### config.mk
export PLATFORM = sky130hd
export DESIGN_NAME = mag_controle
export DESIGN_NICKNAME = d
export VERILOG_FILES = /design/src/rtl/controle_pkg.sv /design/src/rtl/controle_sync.sv /design/src/rtl/mag_controle.sv
export SDC_FILE = /design/constraint.sdc
export NUM_CORES = 1
export LEC_CHECK = 0
export CAP_MARGIN = 20
export CORE_AREA = 2 2 39 41
export CTS_BUF_LIST = sky130_fd_sc_hd__clkbuf_4
export CTS_CLUSTER_DIAMETER = 30
export CTS_CLUSTER_SIZE = 28
export DETAILED_ROUTE_END_ITERATION = 7
export DIE_AREA = 0 0 41 43
export HOLD_SLACK_MARGIN = 0.12
export PLACE_DENSITY = 0.56
export SLEW_MARGIN = 20
export SYNTH_ARGS = -nofsm -noshare
export SYNTH_HDL_FRONTEND = slang
export SYNTH_SLANG_ARGS = --single-unit
export TNS_END_PERCENT = 50
### constraint.sdc
create_clock -name clk -period 1.45 [get_ports clk]
set_input_delay 0.3625 -clock clk [delete_from_list [all_inputs] [get_ports clk]]
set_output_delay 0.3625 -clock clk [all_outputs]
set_load 0.03 [all_outputs]
### src/rtl/controle_pkg.sv
// Shared constants and decode helper for the magnetron Set/Reset control.
// Reset (stop) always wins over set so the magnetron cannot be enabled unsafely.
package controle_pkg;

    localparam int CTRL_SYNC_STAGES = 2;

    localparam logic S_RST = 1'b0;
    localparam logic R_RST = 1'b1;

    // Synchronizer reset values put every input in its "do not heat" state
    localparam logic STARTN_RST = 1'b1;
    localparam logic STOPN_RST  = 1'b1;
    localparam logic CLRN_RST   = 1'b1;
    localparam logic DOOR_RST   = 1'b0;
    localparam logic TIMER_RST  = 1'b0;

    typedef struct packed {
        logic startn;
        logic stopn;
        logic clrn;
        logic door_closed;
        logic timer_done;
    } ctrl_in_t;

    typedef struct packed {
        logic s;
        logic r;
    } ctrl_cmd_t;

    function automatic ctrl_cmd_t ctrl_decode(input ctrl_in_t in_s);
        ctrl_cmd_t cmd;
        logic      set_req;
        logic      rst_req;
        set_req = !in_s.startn & in_s.door_closed & !in_s.timer_done;
        rst_req = !in_s.stopn | !in_s.clrn | !in_s.door_closed | in_s.timer_done;
        cmd.s   = set_req & !rst_req;
        cmd.r   = rst_req;
        return cmd;
    endfunction

endpackage

### src/rtl/controle_sync.sv
// Single-bit multi-flop synchronizer with a per-instance reset value.
// Latency CTRL_SYNC_STAGES clk edges; no backpressure (free-running).
// Backpressure: none, samples every cycle.
module controle_sync
    import controle_pkg::*;
#(
    parameter logic RST_VAL = 1'b0
) (
    input  logic clk,
    input  logic resetn,
    input  logic i_d,
    output logic o_q
);

    logic [CTRL_SYNC_STAGES-1:0] r_stages;

    always_ff @(posedge clk or negedge resetn) begin
        if (!resetn) begin
            r_stages <= {CTRL_SYNC_STAGES{RST_VAL}};
        end else begin
            r_stages <= {r_stages[CTRL_SYNC_STAGES-2:0], i_d};
        end
    end

    assign o_q = r_stages[CTRL_SYNC_STAGES-1];

endmodule

### src/rtl/mag_controle.sv
// Magnetron Set/Reset command generator; optional mag_on state via CONTROLE_MAG_STATE_EN.
// Latency: 3 clk edges input-to-S/R (2 sync + 1 output reg); mag_on one more.
// Backpressure: none; level-sensitive, re-evaluated every cycle.
module mag_controle
    import controle_pkg::*;
(
    input  logic clk,
    input  logic resetn,
    input  logic startn,
    input  logic stopn,
    input  logic clrn,
    input  logic door_closed,
    input  logic timer_done,
    output logic S,
    output logic R
`ifdef CONTROLE_MAG_STATE_EN
    ,
    output logic mag_on
`endif
);

    logic      w_startn_s;
    logic      w_stopn_s;
    logic      w_clrn_s;
    logic      w_door_s;
    logic      w_timer_s;
    ctrl_in_t  w_in_s;
    ctrl_cmd_t w_cmd;
    logic      r_s;
    logic      r_r;

    controle_sync #(.RST_VAL(STARTN_RST)) u_sync_startn (
        .clk(clk), .resetn(resetn), .i_d(startn), .o_q(w_startn_s)
    );
    controle_sync #(.RST_VAL(STOPN_RST)) u_sync_stopn (
        .clk(clk), .resetn(resetn), .i_d(stopn), .o_q(w_stopn_s)
    );
    controle_sync #(.RST_VAL(CLRN_RST)) u_sync_clrn (
        .clk(clk), .resetn(resetn), .i_d(clrn), .o_q(w_clrn_s)
    );
    controle_sync #(.RST_VAL(DOOR_RST)) u_sync_door (
        .clk(clk), .resetn(resetn), .i_d(door_closed), .o_q(w_door_s)
    );
    controle_sync #(.RST_VAL(TIMER_RST)) u_sync_timer (
        .clk(clk), .resetn(resetn), .i_d(timer_done), .o_q(w_timer_s)
    );

    assign w_in_s = '{startn:      w_startn_s,
                      stopn:       w_stopn_s,
                      clrn:        w_clrn_s,
                      door_closed: w_door_s,
                      timer_done:  w_timer_s};

    assign w_cmd = ctrl_decode(w_in_s);

    // Registered so the downstream latch never sees decode glitches
    always_ff @(posedge clk or negedge resetn) begin
        if (!resetn) begin
            r_s <= S_RST;
            r_r <= R_RST;
        end else begin
            r_s <= w_cmd.s;
            r_r <= w_cmd.r;
        end
    end

    assign S = r_s;
    assign R = r_r;

`ifdef CONTROLE_MAG_STATE_EN
    logic r_mag_on;

    always_ff @(posedge clk or negedge resetn) begin
        if (!resetn) begin
            r_mag_on <= 1'b0;
        end else if (r_r) begin
            r_mag_on <= 1'b0;
        end else if (r_s) begin
            r_mag_on <= 1'b1;
        end
    end

    assign mag_on = r_mag_on;
`endif

endmodule

==> results <==
-- path summary, 6_finish.rpt --
path | startpoint | to | slack (ns) | depth (start not counted)
worst min-delay path | u_sync_door.r_stages[0] | u_sync_door.r_stages[1] | 0.35 | 0
worst min register to register | u_sync_door.r_stages[0] | u_sync_door.r_stages[1] | 0.35 | 0
worst max-delay path | S | S | 0.12 | 1
min in group asynchronous | resetn | u_sync_timer.r_stages[0] | 0.44 | 1
max in group asynchronous | resetn | R | 0.65 | 1
worst max register to register | u_sync_stopn.r_stages[1] | S | 0.65 | 2
-- final cells by class --
| type | instances | area, µm² | share of cell area, % |
|---|---|---|---|
| clock buffer | 3 | 22.5 | 4.88 |
| clock inverter | 1 | 3.75 | 0.813 |
| multi-input combinational | 2 | 30.0 | 6.50 |
| sequential | 12 | 309 | 66.9 |
| tap | 16 | 20.0 | 4.34 |
| timing repair buffer | 8 | 76.3 | 16.5 |
-- flip-flops by register name (all words and copies together), names as in the netlist --
name and cells:
u_sync_timer.r_stages 2, S 1, u_sync_startn.r_stages 2, u_sync_clrn.r_stages 2, u_sync_door.r_stages 2, u_sync_stopn.r_stages 2
R 1
-- per-layer routing --
metal,part of all wire (%),vias up
met5,0,-
met4,0,0
met3,11,0
met2,47,8
met1,41,71
li1,-,70
-- metrics by stage --
step | area [µm²] | power (mW) | utilization (%) | instances | hold slack (ns)
after floorplan | 339 | 0.374 | - | 14 | 0.0669
after global placement | 437 | 0.397 | 31.6 | 38 | 0.335
after detailed placement | 437 | 0.399 | 31.6 | 38 | 0.338
after CTS | 462 | 0.605 | 33.4 | 42 | 0.355
after global routing | 462 | 0.631 | 33.4 | 42 | 0.361
final | 462 | 0.591 | 33.4 | 42 | 0.352
-- power by group through the flow --
stage | sequential, mW | combinational [mW] | clock (mW)
floorplan | 0.371 | 0.00284 | 0
global placement | 0.369 | 0.0287 | 0
detailed placement | 0.369 | 0.0296 | 0
CTS | 0.364 | 0.0293 | 0.212
global route | 0.364 | 0.0318 | 0.234
finish | 0.363 | 0.0287 | 0.198
-- cell usage after synthesis --
cell type  count
dfstp_2        7
dfrtp_1        5
nand4b_4       1
nor2_2         1
-- repair_timing --
action                     in CTS  in global routing
hold endpoints to repair        0                  0
setup endpoints to repair       1                  0
resized for setup               1                  0
-- cells by family (layout without fill, tap and decap cells) --
kind of cell           after synthesis  count (layout)  synth area share [%]
buffers and inverters                0              12                     0
AND/OR/NAND/NOR                      2               2                  8.86
flip-flops                          12              12                  91.1
==> flow_metrics.py <==
metrics = {
    "setup_path": {
        "crit_required_ns": 1.09,
        "worst-path-max-fanout": 1,
        "critPathMaxStageDelay_ns": 0.39,
        "arrival_ns": 0.97,
        "worst_path_max_delay_cell": "dlygate4sd2_1",
        "cp_top_family": "buffers and inverters",
        "startpoint_type": "flop",
        "cp_num_buf_inv": 1,
        "path_cells": "dlygate4sd2_1",
        "endpoint_kind": "output pin",
        "crit_type": "reg -> out",
    },
    "grt": {
        "grt_first_pass_wirelength_um": 600,
        "antenna_found_initial": 0,
        "grt_max_degree": 13,
        "globalRouteTotalUtil_pct": 6.01,
        "globalRouteMet1Util_pct": 7.43,
        "busiest_layer": "met1",
        "grt_use_met2_pct": 5.94,
        "grt.met3_usage_pct": 4.71,
        "grt_overflow_total": 0,
        "grt_pass1_vias": 128,
    },
    "pwr": {
        "max-vdd-ir-drop_mv": 0.570,
        "p_leak_nw": 0.202,
        "seqPwrFrac_pct": 61.5,
        "p_sw_mw": 0.116,
        "internal_power_mw": 0.474,
        "p_comb_share_pct": 4.9,
        "switching_share_pct": 19.7,
        "power_density_nw_per_um2": 1280,
        "clkPwrFrac_pct": 33.6,
    },
    "synth": {
        "synthTopCellsByArea": "dfstp_2, dfrtp_1, nand4b_4",
        "syn_area_um2": 339,
        "synth_top_cell_by_area": "dfstp_2",
        "yosysUniqueCellTypes": 4,
        "synth_seq_cells": 12,
        "synth_area_per_cell_um2": 24.2,
        "synth_nets": 21,
        "yosysSeqAreaShare_pct": 91.1,
        "netlist.area_leader.share_pct": 54.2,
        "ys_warn_count": 0,
        "synth_cells": 14,
    },
    "layout": {
        "n_antenna_cell": 0,
        "fin_nets": 34,
        "area_growth_pct": 36.2,
        "final_cell_mix": "dfstp_2, clkdlybuf4s50_1, dfrtp_1, clkbuf_4",
        "nFillCells": 136,
        "drive_gt1_share_pct": 50.0,
        "layout_commonest_cell": "dfstp_2",
    },
    "floorplanning": {
        "die_h_um": 43,
        "die_w_um": 41,
        "die-area_um2": 1760,
        "core_um2": 1380,
        "initial_core_util_pct": 24.5,
        "ios": 9,
        "rows": 14,
    },
    "sta": {
        "tightest_slew_ns": 0.514,
        "fin_skew_ns": 0.00421,
        "slew_violations": 0,
        "rsz0062_at_grt": "false",
        "fmax_ghz": 0.751,
        "finalCriticalPeriod_ns": 1.33,
        "tns_ns": 0,
        "setup_slack_ns": 0.119,
        "slew_headroom_pct": 65.6,
        "hold_violations": 0,
        "fin_crit_sh_pct": 91.8,
        "finalSetupViolCount": 0,
    },
    "place": {
        "gp_congestion": 0.542,
        "port_buffers": 8,
        "pre_cts_ws_ns": 0.117,
    },
    "cts": {
        "cts_hold_buffers": 0,
        "clkTransAtPathRegs_ns": 0.07,
        "clkLatencyLatePin_ns": 0.26,
        "cts-htree-levels": 1,
        "cts_setup_buffers": 0,
        "cts_buffers": 3,
        "cts.sinks": 12,
        "cts_buffer_depth": 2,
        "clock-root-buffer": "clkbuf_4",
        "cts_tree": "built",
    },
    "route": {
        "vias_per_cell": 3.55,
        "first_pass_iters": 2,
        "dr_total_vias": 149,
        "antenna_left": 0,
        "drc": 0,
        "drt_iter0_drc": 1,
        "wl_um": 371,
        "wl_per_cell_um": 8.83,
    },
    "flow_run": {
        "maxCapViolCount": 0,
    },
    "min_path": {
        "holdCritPathClass": "reg -> reg",
    },
    "outcome": {
        "status": "finished, final reports clean",
    },
}
No activity file was read; power rests on OpenSTA's default activity.
